==> src/rtl/b10_resp_capture_if.sv <==
// Bundle of the sampled b10 DUT outputs, capture window and FIFO readout port
// for b10_resp_capture.
//   master: bench/driver side (drives cts, ctr, v_out, enable, rd_ready)
//   slave : b10_resp_capture (drives rd_valid, rd_data, signature, overflow,
//           level, busy)
interface b10_resp_capture_if #(
   parameter int unsigned DEPTH   = 8,
   parameter int unsigned STAMP_W = 16,
   parameter int unsigned VW      = 4
);
   localparam int unsigned LW = $clog2(DEPTH) + 1;

   logic                    cts;
   logic                    ctr;
   logic [VW-1:0]           v_out;
   logic                    enable;
   logic                    rd_ready;
   logic                    rd_valid;
   logic [STAMP_W+VW+1:0]   rd_data;
   logic [15:0]             signature;
   logic                    overflow;
   logic [LW-1:0]           level;
   logic                    busy;

   modport master (
      output cts, ctr, v_out, enable, rd_ready,
      input  rd_valid, rd_data, signature, overflow, level, busy
   );

   modport slave (
      input  cts, ctr, v_out, enable, rd_ready,
      output rd_valid, rd_data, signature, overflow, level, busy
   );
endinterface

==> src/rtl/b10_resp_capture.sv <==
// b10_resp_capture: samples {cts, ctr, v_out} every RUN cycle, queues a
// time-stamped entry for every change into a DEPTH-entry FIFO and folds every
// sample into a 16-bit MISR signature.
// Ports:
//   clock  - system clock, rising edge
//   reset  - asynchronous active-low reset
//   bus    - b10_resp_capture_if.slave: sampled inputs, enable, readout port
//            (rd_valid/rd_ready/rd_data), signature, overflow, level, busy
// Build option: define B10_RESP_SIG_EN to include the MISR; otherwise the
// signature output is tied to zero.
module b10_resp_capture #(
   parameter int unsigned DEPTH   = 8,
   parameter int unsigned STAMP_W = 16,
   parameter int unsigned VW      = 4
) (
   input  logic               clock,
   input  logic               reset,
   b10_resp_capture_if.slave  bus
);
   localparam int unsigned AW   = $clog2(DEPTH);
   localparam int unsigned LW   = AW + 1;
   localparam int unsigned VECW = VW + 2;
   localparam int unsigned EW   = STAMP_W + VECW;

   typedef enum logic [1:0] {StIdle, StRun, StDrain} state_e;

   state_e              state_q, state_d;
   logic [VECW-1:0]     vec;
   logic [STAMP_W-1:0]  stamp_q, stamp_d;
   logic [VECW-1:0]     last_q, last_d;
   logic                first_q, first_d;
   logic                ovf_q, ovf_d;
   logic [EW-1:0]       mem_q [DEPTH];
   logic [AW-1:0]       wptr_q, wptr_d, rptr_q, rptr_d;
   logic [LW-1:0]       level_q, level_d;
   logic [EW-1:0]       rdata_q, rdata_d;
   logic                start, sample, full, pop, push_req, push;
   logic [EW-1:0]       entry;

   assign vec = {bus.cts, bus.ctr, bus.v_out};

   // ---------------- FSM: state register ----------------
   always_ff @(posedge clock or negedge reset) begin
      if (!reset) state_q <= StIdle;
      else        state_q <= state_d;
   end

   // ---------------- FSM: next state ----------------
   always_comb begin
      state_d = state_q;
      unique case (state_q)
         StIdle:  if (bus.enable) state_d = StRun;
         StRun:   if (!bus.enable) state_d = StDrain;
         // Leave once the FIFO is (or becomes at this edge) empty.
         StDrain: if (level_d == '0) state_d = StIdle;
         default: state_d = StIdle;
      endcase
   end

   // ---------------- FSM: outputs ----------------
   always_comb begin
      start  = (state_q == StIdle) && bus.enable;
      sample = (state_q == StRun) && bus.enable;
   end

   // ---------------- capture bookkeeping ----------------
   always_comb begin
      full     = (level_q == LW'(DEPTH));
      pop      = (level_q != '0) && bus.rd_ready;
      push_req = sample && (first_q || (vec != last_q));
      // A full FIFO still accepts a push when the head leaves at the same edge.
      push     = push_req && (!full || pop);
      entry    = {stamp_q, vec};

      stamp_d = stamp_q;
      first_d = first_q;
      last_d  = last_q;
      ovf_d   = ovf_q;
      if (start) begin
         stamp_d = '0;
         first_d = 1'b1;
         ovf_d   = 1'b0;
      end else if (sample) begin
         last_d  = vec;
         first_d = 1'b0;
         if (stamp_q != '1) stamp_d = stamp_q + 1'b1;
         if (push_req && !push) ovf_d = 1'b1;
      end
   end

   // ---------------- FIFO pointers and registered head ----------------
   always_comb begin
      wptr_d  = push ? wptr_q + 1'b1 : wptr_q;
      rptr_d  = pop ? rptr_q + 1'b1 : rptr_q;
      level_d = level_q + LW'(push) - LW'(pop);
      rdata_d = rdata_q;
      if (level_q == '0) begin
         if (push) rdata_d = entry;
      end else if (pop) begin
         if (level_q == LW'(1)) begin
            // Last entry leaves; the new head is the incoming one, or the
            // output simply holds when the FIFO goes empty.
            if (push) rdata_d = entry;
         end else begin
            rdata_d = mem_q[rptr_d];
         end
      end
   end

   always_ff @(posedge clock or negedge reset) begin
      if (!reset) begin
         stamp_q <= '0;
         last_q  <= '0;
         first_q <= 1'b1;
         ovf_q   <= 1'b0;
         wptr_q  <= '0;
         rptr_q  <= '0;
         level_q <= '0;
         rdata_q <= '0;
      end else begin
         stamp_q <= stamp_d;
         last_q  <= last_d;
         first_q <= first_d;
         ovf_q   <= ovf_d;
         wptr_q  <= wptr_d;
         rptr_q  <= rptr_d;
         level_q <= level_d;
         rdata_q <= rdata_d;
      end
   end

   // Storage needs no reset: it is only read through valid pointers.
   always_ff @(posedge clock) begin
      if (push) mem_q[wptr_q] <= entry;
   end

   // ---------------- MISR ----------------
`ifdef B10_RESP_SIG_EN
   logic [15:0] sig_q, sig_d;

   always_comb begin
      sig_d = sig_q;
      if (start) begin
         sig_d = 16'hFFFF;
      end else if (sample) begin
         sig_d = {sig_q[14:0], 1'b0} ^ (sig_q[15] ? 16'h1021 : 16'h0000) ^ 16'(vec);
      end
   end

   always_ff @(posedge clock or negedge reset) begin
      if (!reset) sig_q <= 16'hFFFF;
      else        sig_q <= sig_d;
   end

   assign bus.signature = sig_q;
`else
   assign bus.signature = 16'h0000;
`endif

   assign bus.rd_valid = (level_q != '0);
   assign bus.rd_data  = rdata_q;
   assign bus.overflow = ovf_q;
   assign bus.level    = level_q;
   assign bus.busy     = (state_q != StIdle);
endmodule

==> src/flat_wrapper.sv <==
// flat-port wrapper written by rule: the top's interface ports become plain ports
module b10_resp_capture_flat 
#(
   parameter int unsigned DEPTH   = 8,
   parameter int unsigned STAMP_W = 16,
   parameter int unsigned VW      = 4
)
  (clock, reset, bus_cts, bus_ctr, bus_v_out, bus_enable, bus_rd_ready, bus_rd_valid, bus_rd_data, bus_signature, bus_overflow, bus_level, bus_busy);
  b10_resp_capture_if #(.DEPTH(DEPTH), .STAMP_W(STAMP_W), .VW(VW)) bus_i ();
  input  logic clock;
  input  logic reset;
  input wire logic [$bits(bus_i.cts)-1:0] bus_cts;
  input wire logic [$bits(bus_i.ctr)-1:0] bus_ctr;
  input wire logic [$bits(bus_i.v_out)-1:0] bus_v_out;
  input wire logic [$bits(bus_i.enable)-1:0] bus_enable;
  input wire logic [$bits(bus_i.rd_ready)-1:0] bus_rd_ready;
  output wire logic [$bits(bus_i.rd_valid)-1:0] bus_rd_valid;
  output wire logic [$bits(bus_i.rd_data)-1:0] bus_rd_data;
  output wire logic [$bits(bus_i.signature)-1:0] bus_signature;
  output wire logic [$bits(bus_i.overflow)-1:0] bus_overflow;
  output wire logic [$bits(bus_i.level)-1:0] bus_level;
  output wire logic [$bits(bus_i.busy)-1:0] bus_busy;
  assign bus_i.cts = bus_cts;
  assign bus_i.ctr = bus_ctr;
  assign bus_i.v_out = bus_v_out;
  assign bus_i.enable = bus_enable;
  assign bus_i.rd_ready = bus_rd_ready;
  assign bus_rd_valid = bus_i.rd_valid;
  assign bus_rd_data = bus_i.rd_data;
  assign bus_signature = bus_i.signature;
  assign bus_overflow = bus_i.overflow;
  assign bus_level = bus_i.level;
  assign bus_busy = bus_i.busy;
  b10_resp_capture #(.DEPTH(DEPTH), .STAMP_W(STAMP_W), .VW(VW)) u_core (.clock(clock), .reset(reset), .bus(bus_i));
endmodule
==> config.mk <==
export PLATFORM = sky130hd
export DESIGN_NAME = b10_resp_capture_flat
export DESIGN_NICKNAME = d
export VERILOG_FILES = /design/src/rtl/b10_resp_capture_if.sv /design/src/rtl/b10_resp_capture.sv /design/src/flat_wrapper.sv
export SDC_FILE = /design/constraint.sdc
export NUM_CORES = 1
export LEC_CHECK = 0
export ABC_AREA = 0
export CAP_MARGIN = 40
export CORE_MARGIN = 4
export CORE_UTILIZATION = 35
export CTS_CLUSTER_DIAMETER = 30
export DETAILED_ROUTE_END_ITERATION = 8
export PLACE_DENSITY = 0.55
export SLEW_MARGIN = 10
export SYNTH_ARGS = -nofsm -noshare
export SYNTH_HDL_FRONTEND = slang
export SYNTH_SLANG_ARGS = --single-unit
==> constraint.sdc <==
create_clock -name clock -period 4.7 [get_ports clock]
set_clock_uncertainty 0.1 [all_clocks]
set_input_delay 0.705 -clock clock [delete_from_list [all_inputs] [get_ports clock]]
set_output_delay 0.705 -clock clock [all_outputs]
set_load 0.01 [all_outputs]
==> After elaboration in Yosys (flattened, before gate mapping) <==
Memories as Yosys holds them, arrays and structs flattened.
Index checks and enable logic that the tools add are counted.
{ "op_classes": {"add_sub_neg": 5, "reduce_logical": 23, "n_bitwise": 1, "muxes": 19, "eq_ne": 9} }
{ "ops": {"columns": ["op", "count"], "rows": [
  ["$mux W22", 4],
  ["$mux W16", 3],
  ["$add A16 B1 Y16 const B", 1],
  ["$ne A16 B16 Y1 const B", 1],
  ["$reduce_bool A2 Y1", 5],
  ["$logic_not A4 Y1", 2],
  ["$mux W1", 7],
  ["$add A3 B1 Y3 const B", 2],
  ["$logic_and A1 B1 Y1", 6],
  ["$mux W2", 3],
  ["$ne A6 B6 Y1", 1],
  ["$pmux W2 S3", 1],
  ["$reduce_and A2 Y1", 3],
  ["$add A4 B1 Y4", 1],
  ["$eq A4 B1 Y1 const B", 1],
  ["$eq A4 B4 Y1 const B", 1],
  ["$ne A2 B2 Y1 const B", 2],
  ["$reduce_bool A4 Y1", 1],
  ["$sub A4 B1 Y4", 1],
  ["$mux W3", 1],
  ["$reduce_and A3 Y1", 1],
  ["$eq A2 B1 Y1 const B", 1],
  ["$eq A2 B2 Y1 const B", 1],
  ["$logic_not A1 Y1", 2],
  ["4 further kinds", 5]
]} }
{ "totals": {"in_bits": 10, "memories": 1, "ram_bits": 176, "regBits": 58} }
{ "memory_table": {"columns": ["memory", "words", "word_bits", "read_ports", "rd_clocked_by_memory_dff", "wr", "line_no", "text"], "rows": [
  ["u_core.mem_q", 8, 22, 1, 0, 1, "b10_resp_capture.sv:33", "logic [EW-1:0] mem_q [DEPTH];"]
]} }

==> Logic depth before layout (Yosys ltp) <==
Gate-level depths: netlist of the first run.
{ "depth": {"ltp_word": 9, "mapped_depth": 14} }

==> Least setup slack after synthesis of the first run <==
Ideal clock, no wire load.
{ "synth_timing": {"kind": "input-to-reg", "from": "input port bus_enable", "to": "memory u_core.mem_q[0][0] (netlist name), enable pin", "setup_time_ns": 0.465, "setup_slack_ns": 0.172, "t_required_ns": 4.135, "path_buffers": 1, "stages": 6, "arrival_ns": 3.963, "cell_sequence": "nand2b_1 > inv_2 > nand2_1 > a211oi_2 > buf_2 > nor4b_1"} }
{ "synth_via": {"elab_chain_len": 5} }
{ "synth_lines": {"columns": ["item", "line_no", "text"], "rows": [
  ["start, declared", "flat_wrapper.sv:15", "input wire logic [$bits(bus_i.enable)-1:0] bus_enable;"],
  ["$logic_and A1 B1 Y1", "b10_resp_capture.sv:63", "sample = (state_q == StRun) && bus.enable;"],
  ["$logic_and A1 B1 Y1", "b10_resp_capture.sv:70", "push_req = sample && (first_q || (vec != last_q));"],
  ["$logic_and A1 B1 Y1", "b10_resp_capture.sv:72", "push = push_req && (!full || pop);"],
  ["named net u_core.push", "b10_resp_capture.sv:37", "logic start, sample, full, pop, push_req, push;"],
  ["$mux W1", "b10_resp_capture.sv:134", "if (push) mem_q[wptr_q] <= entry;"],
  ["$mux W1 (not written as such)", "b10_resp_capture.sv:134", null],
  ["end, declared", "b10_resp_capture.sv:33", null]
]} }
The timed path passes the listed nets, and every way through them passes these cells.

==> Final worst setup path of the first run <==
{ "layout_timing": {"from": "input port bus_enable", "to": "register u_core.state_q[1]"} }
{ "layout_via": {"elab_chain_len": 8} }
{ "layout_lines": {"columns": ["item", "line_no", "text"], "rows": [
  ["$logic_and A1 B1 Y1", "b10_resp_capture.sv:63", null],
  ["$logic_and A1 B1 Y1", "b10_resp_capture.sv:70", null],
  ["$logic_and A1 B1 Y1", "b10_resp_capture.sv:72", null],
  ["$add A4 B1 Y4", "b10_resp_capture.sv:95", "level_d = level_q + LW'(push) - LW'(pop);"],
  ["$sub A4 B1 Y4", "b10_resp_capture.sv:95", null],
  ["named net u_core.level_d[1]", "b10_resp_capture.sv:35", "logic [LW-1:0] level_q, level_d;"],
  ["$logic_not A4 Y1", "b10_resp_capture.sv:55", "StDrain: if (level_d == '0) state_d = StIdle;"],
  ["$ne A2 B1 Y1 (no source line)", null, null],
  ["$reduce_and A3 Y1 (no source line)", null, null],
  ["end signal, assigned", "b10_resp_capture.sv:44", "if (!reset) state_q <= StIdle;"],
  ["end signal, assigned", "b10_resp_capture.sv:45", "else state_q <= state_d;"],
  ["end, declared", "b10_resp_capture.sv:27", "state_e state_q, state_d;"]
]} }
The timed path passes the listed nets, and every way through them passes these cells.
A chain may end at the register's enable or synchronous reset.

==> run metrics, run 1 <==
# hold bufs at CTS 0; share of total power in combinational logic 28.9%; Num CTS Buffers 46; fin worst setup slack 1.344 ns; most repeated library cell on the critical path sky130_fd_sc_hd__inv_1; Worst Setup Slack post-DPL 0.6896 ns; prevailing post-synth register cell sky130_fd_sc_hd__edfxtp_1; DRC violation count after routing 0; buffer depth of the longest clock path 3; Die Outline Area 33540 um2; TritonCTS clock tree built; Final Critical Period 3.356 ns; Sw Ratio 30.48%; highest clock rate 0.2980 GHz; net load switching power 0.002614 W; met2 Use GR 23.77%; post-route clock period utilization 71.40%; Die H 183.1 um; met3 track demand over resource 2.122%; largest net degree at the start of global routing 59; Synth Warn # 0; first-pass GRT wire length 37.43 mm; vias per cell 5.192; post-layout power 0.008577 W; area of the multi-input gates 3741 um2; average instance area after synthesis 15.10 um2; post-synthesis cell area 10740 um2; area taken by flip-flops and latches 6739 um2; Post-synth ARST share 24.79%; quantity of I/O buffers inserted on ports 38; element type at the critical path end flop; outcome completed; detailed-routing iteration count for the pre-antenna-repair pass 6; Final Cell Area 13160 um2; Congestion Overflow GR 0; Avg WL per Cell 20.08 um; Final Net Count 798; # fillers 2640; final weighted congestion in routability-driven placement 0.7448; share of final-layout standard cells stronger than drive strength 1 15.95%; final core area utilization 43.93%; number of enable flip-flop cells after synthesis 176; worst ir drop on vdd 354.7 uV; DR iter-0 viols 401; Cells after Synth 711; largest stage delay on the critical path 0.47 ns; hpwl dp 15.46 mm; biggest fanout along the worst timing path 11; total of max-cap violations 0; share of power burned in the clock network 38.4%; P&R area growth vs syn 22.56%; Die W 183.1 um; cells taking the most area after synthesis sky130_fd_sc_hd__edfxtp_1 49%, sky130_fd_sc_hd__mux2i_1 16%, sky130_fd_sc_hd__dfrtp_1 13%; critical-path cell list clkdlybuf4s50_1 -> nand2b_1 -> inv_2 -> nand2_1 -> a211oi_4 -> ha_1 -> inv_1 -> fa_1 -> inv_1 -> nor4_1 -> o22ai_1; post-route antenna net violation count 0; post-CTS setup repair buffer count 0; global-route total usage across every layer 14.18%; Clock Sink Count 234; relative slew slack 42.81%; initial cell density of the core 35.84%; sequential cell fraction of total power 32.7%; design internal power 0.005963 W; initial antenna violation count 1; setup repair after global routing missed its margin false; sum of negative setup slack 0 ns; clock input transition at the sequential cells of the worst setup and hold paths 0.05 ns; pins over their slew limit 0; root buffer cell sky130_fd_sc_hd__clkbuf_16; Hold Crit Class input pin to asynchronous set/reset pin; GRT met1 Usage 19.10%; Site Rows 63; portion of synthesized cell area occupied by the leading cell type 49.23%; slowest stage cell on the critical path sky130_fd_sc_hd__clkdlybuf4s50_1; Final Hold Fails 0; Routed WL 24.19 mm; GR peak layer met2; CP delay by family, top simple AND/OR/NAND/NOR gates; clock latency on the worst-skew pair 0.52 ns; number of unique standard cell types used by synthesis 55; flip-flop and latch count after synthesis 234; arrival time of the worst setup path 3.63 ns; Placed Instance Area 11560 um2; number of antenna diodes 0; required time of the critical path 4.97 ns; number of vias in the routed layout 6256; transition time at the pin with the least slew margin 0.8578 ns; post-cts gate resize count 0; Yosys top cell by area sky130_fd_sc_hd__edfxtp_1; PwrDens 651.9 nW/um2; WS Path Type input pin to flop; maximum level of the CTS H-tree 2; Crit path buffers/inverters 4; area of the core region 29950 um2; sequential area share after synthesis 62.76%; LEAKAGE 4.904 nW; via count of the first global-routing pass 6450; setup violators final 0; crit start category input pin; IO Pins 55
layout make-up:
| cell class | count | area share [%] |
|---|---|---|
| sequential | 234 | 51.22 |
| multi-input combinational | 423 | 28.43 |
| clock buffer | 56 | 9.585 |
| timing repair buffer | 60 | 4.165 |
| tap | 390 | 3.709 |
| clock inverter | 29 | 2.520 |
| inverter | 13 | 0.3709 |
flip-flops by register name, summed over array words and instances (netlist names):
signal	flops
u_core.wptr_q	3
u_core.mem_q	176
u_core.bus.rd_data	22
u_core.rptr_q	3
u_core.first_q	1
u_core.bus.level	4
u_core.bus.overflow	1
u_core.stamp_q	16
u_core.state_q	2
u_core.last_q	6
cell families after synthesis:
kind of cell	share of synthesized area (%)
flip-flops	62.76
multiplexers	17.25
AO/OA/AOI/OAI	7.727
AND/OR/NAND/NOR	5.187
buffers and inverters	3.846
XOR/XNOR	1.958
adder cells (fa/ha/maj)	1.235
other	0.03493
layer usage:
| layer | share of wire (%) | vias up |
|---|---|---|
| met5 | 0 | - |
| li1 | - | 2892 |
| met1 | 46 | 3215 |
| met3 | 3.3 | 36 |
| met2 | 49 | 113 |
| met4 | 1.8 | 0 |
worst paths after layout:
| kind | from | to | slack, ns | depth (start not counted) |
|---|---|---|---|---|
| worst max-delay path | bus_enable | u_core.state_q[1]$_DFFE_PN0P_ | 1.34 | 11 |
| worst min-delay path | reset | u_core.last_q[2]$_DFFE_PN0P_ | 0.24 | 2 |
| worst max register to register | u_core.bus.level[2]$_DFF_PN0_ | u_core.state_q[1]$_DFFE_PN0P_ | 1.36 | 12 |
| worst min register to register | u_core.rptr_q[2]$_DFF_PN0_ | u_core.rptr_q[2]$_DFF_PN0_ | 0.40 | 1 |
| max in group asynchronous | reset | u_core.rptr_q[1]$_DFF_PN0_ | 3.73 | 2 |
| min in group clock | u_core.rptr_q[2]$_DFF_PN0_ | u_core.rptr_q[2]$_DFF_PN0_ | 0.40 | 1 |
synthesized netlist by cell type (3+ instances only):
cell type	instances
sky130_fd_sc_hd__mux2_2	8
sky130_fd_sc_hd__nand4_1	6
sky130_fd_sc_hd__nor4_1	3
sky130_fd_sc_hd__buf_6	5
sky130_fd_sc_hd__a21oi_1	5
sky130_fd_sc_hd__xnor2_1	4
sky130_fd_sc_hd__or3_1	3
sky130_fd_sc_hd__nand3_1	4
sky130_fd_sc_hd__nor3_1	5
sky130_fd_sc_hd__dfrtp_1	57
sky130_fd_sc_hd__a22oi_1	22
sky130_fd_sc_hd__edfxtp_1	176
sky130_fd_sc_hd__nor2_1	17
sky130_fd_sc_hd__o2111a_1	23
sky130_fd_sc_hd__mux2i_1	176
sky130_fd_sc_hd__nand3b_1	22
sky130_fd_sc_hd__buf_1	3
sky130_fd_sc_hd__o22a_1	22
sky130_fd_sc_hd__nor4b_1	3
sky130_fd_sc_hd__buf_4	17
sky130_fd_sc_hd__nor3b_1	3
sky130_fd_sc_hd__nand2_1	10
sky130_fd_sc_hd__nand2b_1	3
sky130_fd_sc_hd__buf_2	7
sky130_fd_sc_hd__nor4bb_1	3
sky130_fd_sc_hd__xor2_1	20
sky130_fd_sc_hd__ha_1	9
sky130_fd_sc_hd__o21ai_0	7
sky130_fd_sc_hd__inv_1	12
sky130_fd_sc_hd__o2111ai_1	3
sky130_fd_sc_hd__clkbuf_1	21
worst reg2reg max path, delay by kind of cell, from the launching register on:
family                   cells  cell delay [ns]
AO/OA/AOI/OAI                1             0.15
buffers and inverters        4             0.28
AND/OR/NAND/NOR              3             1.15
flip-flops                   1             0.37
adder cells (fa/ha/maj)      4             1.15
metrics by stage:
step | hold WS, ns | instances
5_1_grt | 0.3187 | 1205
3_5_place_dp | 0.3876 | 1120
2_1_floorplan | 0.3094 | 726
6_report | 0.2437 | 1205
4_1_cts | 0.2557 | 1205
3_3_place_gp | 0.3813 | 1117
placed cells by master, fill, tap and decap left out, types with 3 or more instances in the layout:
master,n
sky130_fd_sc_hd__nand2b_1,3
sky130_fd_sc_hd__o2111a_1,23
sky130_fd_sc_hd__nand3_1,4
sky130_fd_sc_hd__a21oi_1,4
sky130_fd_sc_hd__a22oi_1,22
sky130_fd_sc_hd__ha_1,8
sky130_fd_sc_hd__xor2_1,20
sky130_fd_sc_hd__nor3_1,4
sky130_fd_sc_hd__clkbuf_16,48
sky130_fd_sc_hd__nor4_1,3
sky130_fd_sc_hd__dfrtp_1,56
sky130_fd_sc_hd__nor2_1,16
sky130_fd_sc_hd__clkinv_2,6
sky130_fd_sc_hd__clkinv_4,5
sky130_fd_sc_hd__nor4b_2,3
sky130_fd_sc_hd__conb_1,16
sky130_fd_sc_hd__bufinv_16,6
sky130_fd_sc_hd__nand3b_1,22
sky130_fd_sc_hd__clkbuf_1,5
sky130_fd_sc_hd__o2111ai_1,3
sky130_fd_sc_hd__mux2_2,8
sky130_fd_sc_hd__or3_1,3
sky130_fd_sc_hd__nor3b_2,3
sky130_fd_sc_hd__inv_1,12
sky130_fd_sc_hd__clkbuf_8,3
sky130_fd_sc_hd__clkdlybuf4s50_1,37
sky130_fd_sc_hd__mux2i_1,176
sky130_fd_sc_hd__nand2_1,10
sky130_fd_sc_hd__o21ai_0,7
sky130_fd_sc_hd__o22a_1,22
sky130_fd_sc_hd__edfxtp_1,176
sky130_fd_sc_hd__xnor2_1,4
sky130_fd_sc_hd__clkinv_1,4
sky130_fd_sc_hd__buf_4,20
sky130_fd_sc_hd__nand4_1,6
sky130_fd_sc_hd__inv_6,4
power groups by stage:
stage          Sequential (W)  Clock [W]  Combinational, W
3_3_place_gp          0.00283          0           0.00243
5_1_grt               0.00284    0.00346           0.00268
3_5_place_dp          0.00284          0           0.00252
6_report              0.00281    0.00329           0.00248
2_1_floorplan         0.00277          0           0.00180
4_1_cts               0.00281    0.00335           0.00252
Power figures use the tool's default switching activity.
==> run 2, diff against run 1 <==
- clock period: 4.7 -> 3.2 ns (I/O delays scaled with it)
==> run 2 against run 1 <==
Routed wire length decreased by 3.5%. Via count down 0.82%. Largest power group is now registers. Worst hold slack better by 0.16 ns. Non-clock buffer count increased by 18. Cell count is 0.33% higher. Largest cell class unchanged. First-iteration DRC count decreased by 21%. Sequential power grew 46%. Combinational power rose by 54%. Sequential share of layout area up 0.12 points. Global-route usage decreased by 0.35 points.
==> run metrics, run 2 (synthesized netlist as in run 1, its figures left out) <==
sum of negative setup slack 0 ns (unchanged); highest clock rate 0.3322 GHz; Top Layer Used met4 (unchanged); element type at the critical path end flop (unchanged); TritonCTS clock tree built (unchanged); register containing the most flip-flops in the final layout u_core.mem_q (unchanged); Die Outline Area 33540 um2 (unchanged); fin worst setup slack 0.1895 ns (was 1.344 ns); transition time at the pin with the least slew margin 0.8126 ns (was 0.8578 ns); Final Hold Fails 0 (unchanged); Num CTS Buffers 39 (was 46); final weighted congestion in routability-driven placement 0.7624 (was 0.7448); minimum hold slack 0.4011 ns (was 0.2437 ns); Crit path buffers/inverters 4 (unchanged); Congestion Overflow GR 0 (unchanged); total of max-cap violations 0 (unchanged); share of final-layout standard cells stronger than drive strength 1 16.63% (was 15.95%); met2 routed WL 11.82 mm (was 11.78 mm); Avg WL per Cell 19.32 um (was 20.08 um); number of vias in the routed layout 6205 (was 6256); clock latency on the worst-skew pair 0.50 ns (was 0.52 ns); critical-path cell list inv_1 -> ha_2 -> or3b_4 -> and2_2 -> ha_1 -> inv_1 -> ha_1 -> inv_1 -> fa_1 -> inv_1 -> nor4_2 -> o22ai_1 (was clkdlybuf4s50_1 -> nand2b_1 -> inv_2 -> nand2_1 -> a211oi_4 -> ha_1 -> inv_1 -> fa_1 -> inv_1 -> nor4_1 -> o22ai_1); most repeated library cell on the critical path sky130_fd_sc_hd__inv_1 (unchanged); outcome completed (unchanged); buffer depth of the longest clock path 3 (unchanged); # fillers 2637 (was 2640); setup repair after global routing missed its margin false (unchanged); post-CTS setup repair buffer count 0 (unchanged); detailed-routing iteration count for the pre-antenna-repair pass 4 (was 6); Clock Sink Count 234 (unchanged); vias per cell 5.132 (was 5.192); root buffer cell sky130_fd_sc_hd__clkbuf_16 (unchanged); required time of the critical path 3.47 ns (was 4.97 ns); PwrDens 902.6 nW/um2 (was 651.9 nW/um2); post-route clock period utilization 94.08%; initial antenna violation count 0 (was 1); maximum level of the CTS H-tree 2 (unchanged); routed length on met1 10.35 mm (was 11.17 mm); Final Cell Area 13130 um2 (was 13160 um2); setup violators final 0 (unchanged); pins over their slew limit 0 (unchanged); Routed WL 23.36 mm (was 24.19 mm); DR iter-0 viols 315 (was 401); quantity of I/O buffers inserted on ports 38 (unchanged); initial cell density of the core 35.84% (unchanged); first-pass GRT wire length 36.40 mm (was 37.43 mm); biggest fanout along the worst timing path 4 (was 11); largest net degree at the start of global routing 47 (was 59); Die H 183.1 um (unchanged); Placed Instance Area 11830 um2 (was 11560 um2); DRC violation count after routing 0 (unchanged); IO Pins 55 (unchanged); hpwl dp 15.67 mm (was 15.46 mm); via count of the first global-routing pass 6490 (was 6450); crit start category flop (was input pin); area of the multi-input gates 3784 um2 (was 3741 um2); commonest non-fill, non-tap cells in the layout 176 x sky130_fd_sc_hd__mux2i_1, 176 x sky130_fd_sc_hd__edfxtp_1, 56 x sky130_fd_sc_hd__dfrtp_1 (unchanged); global-route total usage across every layer 13.83% (was 14.18%); Die W 183.1 um (unchanged); P&R area growth vs syn 22.27% (was 22.56%); clock input transition at the sequential cells of the worst setup and hold paths 0.05 ns (about the same); Worst Setup Slack post-DPL 0.01137 ns (was 0.6896 ns); Site Rows 63 (unchanged); worst ir drop on vdd 525.7 uV (was 354.7 uV); area of the core region 29950 um2 (unchanged); Final Net Count 809 (was 798); arrival time of the worst setup path 3.28 ns (was 3.63 ns); CP delay by family, top adder cells (was simple AND/OR/NAND/NOR gates); LEAKAGE 4.871 nW (was 4.904 nW); WS Path Type flop to flop (was input pin to flop); area taken by flip-flops and latches 6739 um2 (unchanged); Final Critical Period 3.011 ns; detailed route wirelength on metal3 798 um (was 800 um); slowest stage cell on the critical path sky130_fd_sc_hd__fa_1 (was sky130_fd_sc_hd__clkdlybuf4s50_1); post-route antenna net violation count 0 (unchanged); relative slew slack 45.82% (was 42.81%); Hold Crit Class flop to flop (was input pin to asynchronous set/reset pin); flip-flop count of the largest register, all copies and words added 176 (unchanged); largest stage delay on the critical path 0.48 ns (was 0.47 ns)
[run 2: cell types whose count changed in the layout (fill, tap and decap cells not counted), moves of 3 or more]
cell | previous run | this run
sky130_fd_sc_hd__buf_12 | 0 | 9
sky130_fd_sc_hd__buf_4 | 20 | 30
sky130_fd_sc_hd__bufinv_16 | 6 | 2
sky130_fd_sc_hd__clkbuf_16 | 48 | 41
sky130_fd_sc_hd__clkinvlp_4 | 2 | 5
sky130_fd_sc_hd__nor3b_2 | 3 | 0
sky130_fd_sc_hd__nor3b_4 | 0 | 3
[run 2: through the flow]
stage / total power (W) / util, % / instances
5_1_grt: 0.01243 / 43.81 / 1208
6_report: 0.01185 / 43.82 / 1209
3_5_place_dp: 0.007997 / 39.50 / 1137
4_1_cts: 0.01198 / 43.78 / 1208
3_3_place_gp: 0.007876 / 39.50 / 1137
2_1_floorplan: 0.006733 / - / 726
[run 2: cell type report]
class,instances,share of cell area (%)
timing repair buffer,78,6.024
clock inverter,22,1.535
inverter,13,0.3717
antenna,1,0.01906
multi-input combinational,423,28.82
sequential,234,51.34
clock buffer,48,8.169
tap,390,3.717
[run 2: power breakdown]
part / internal (W) / switching, W / total (W)
clock network: 0.00256 / 0.00137 / 0.00393
registers: 0.00372 / 0.000383 / 0.00411
logic: 0.00184 / 0.00197 / 0.00381
[run 2: worst paths after layout]
kind,startpoint,end,slack (ns),depth (start not counted)
max in group asynchronous,reset,u_core.stamp_q[4]$_DFFE_PN0P_,1.80,3
setup / recovery,u_core.bus.level[2]$_DFF_PN0_,u_core.state_q[1]$_DFFE_PN0P_,0.19,12
setup reg to reg,u_core.bus.level[2]$_DFF_PN0_,u_core.state_q[1]$_DFFE_PN0P_,0.19,12
min in group asynchronous,reset,u_core.last_q[1]$_DFFE_PN0P_,0.47,2
hold / removal,u_core.rptr_q[2]$_DFF_PN0_,u_core.rptr_q[2]$_DFF_PN0_,0.40,1
hold reg to reg,u_core.rptr_q[2]$_DFF_PN0_,u_core.rptr_q[2]$_DFF_PN0_,0.40,1
[run 2: metal layers]
metal	vias up	track usage, %
met2	121	24.51
li1	2912	-
met5	-	0
met4	0	3.635
met1	3135	17.70
met3	37	2.241
[run 2: timing repair]
item / in CTS / in global routing
endpoints found under the setup margin: 0 / 1
hold buffers: 1 / 0
resized for setup: 0 / 2
hold endpoints to repair: 26 / 0
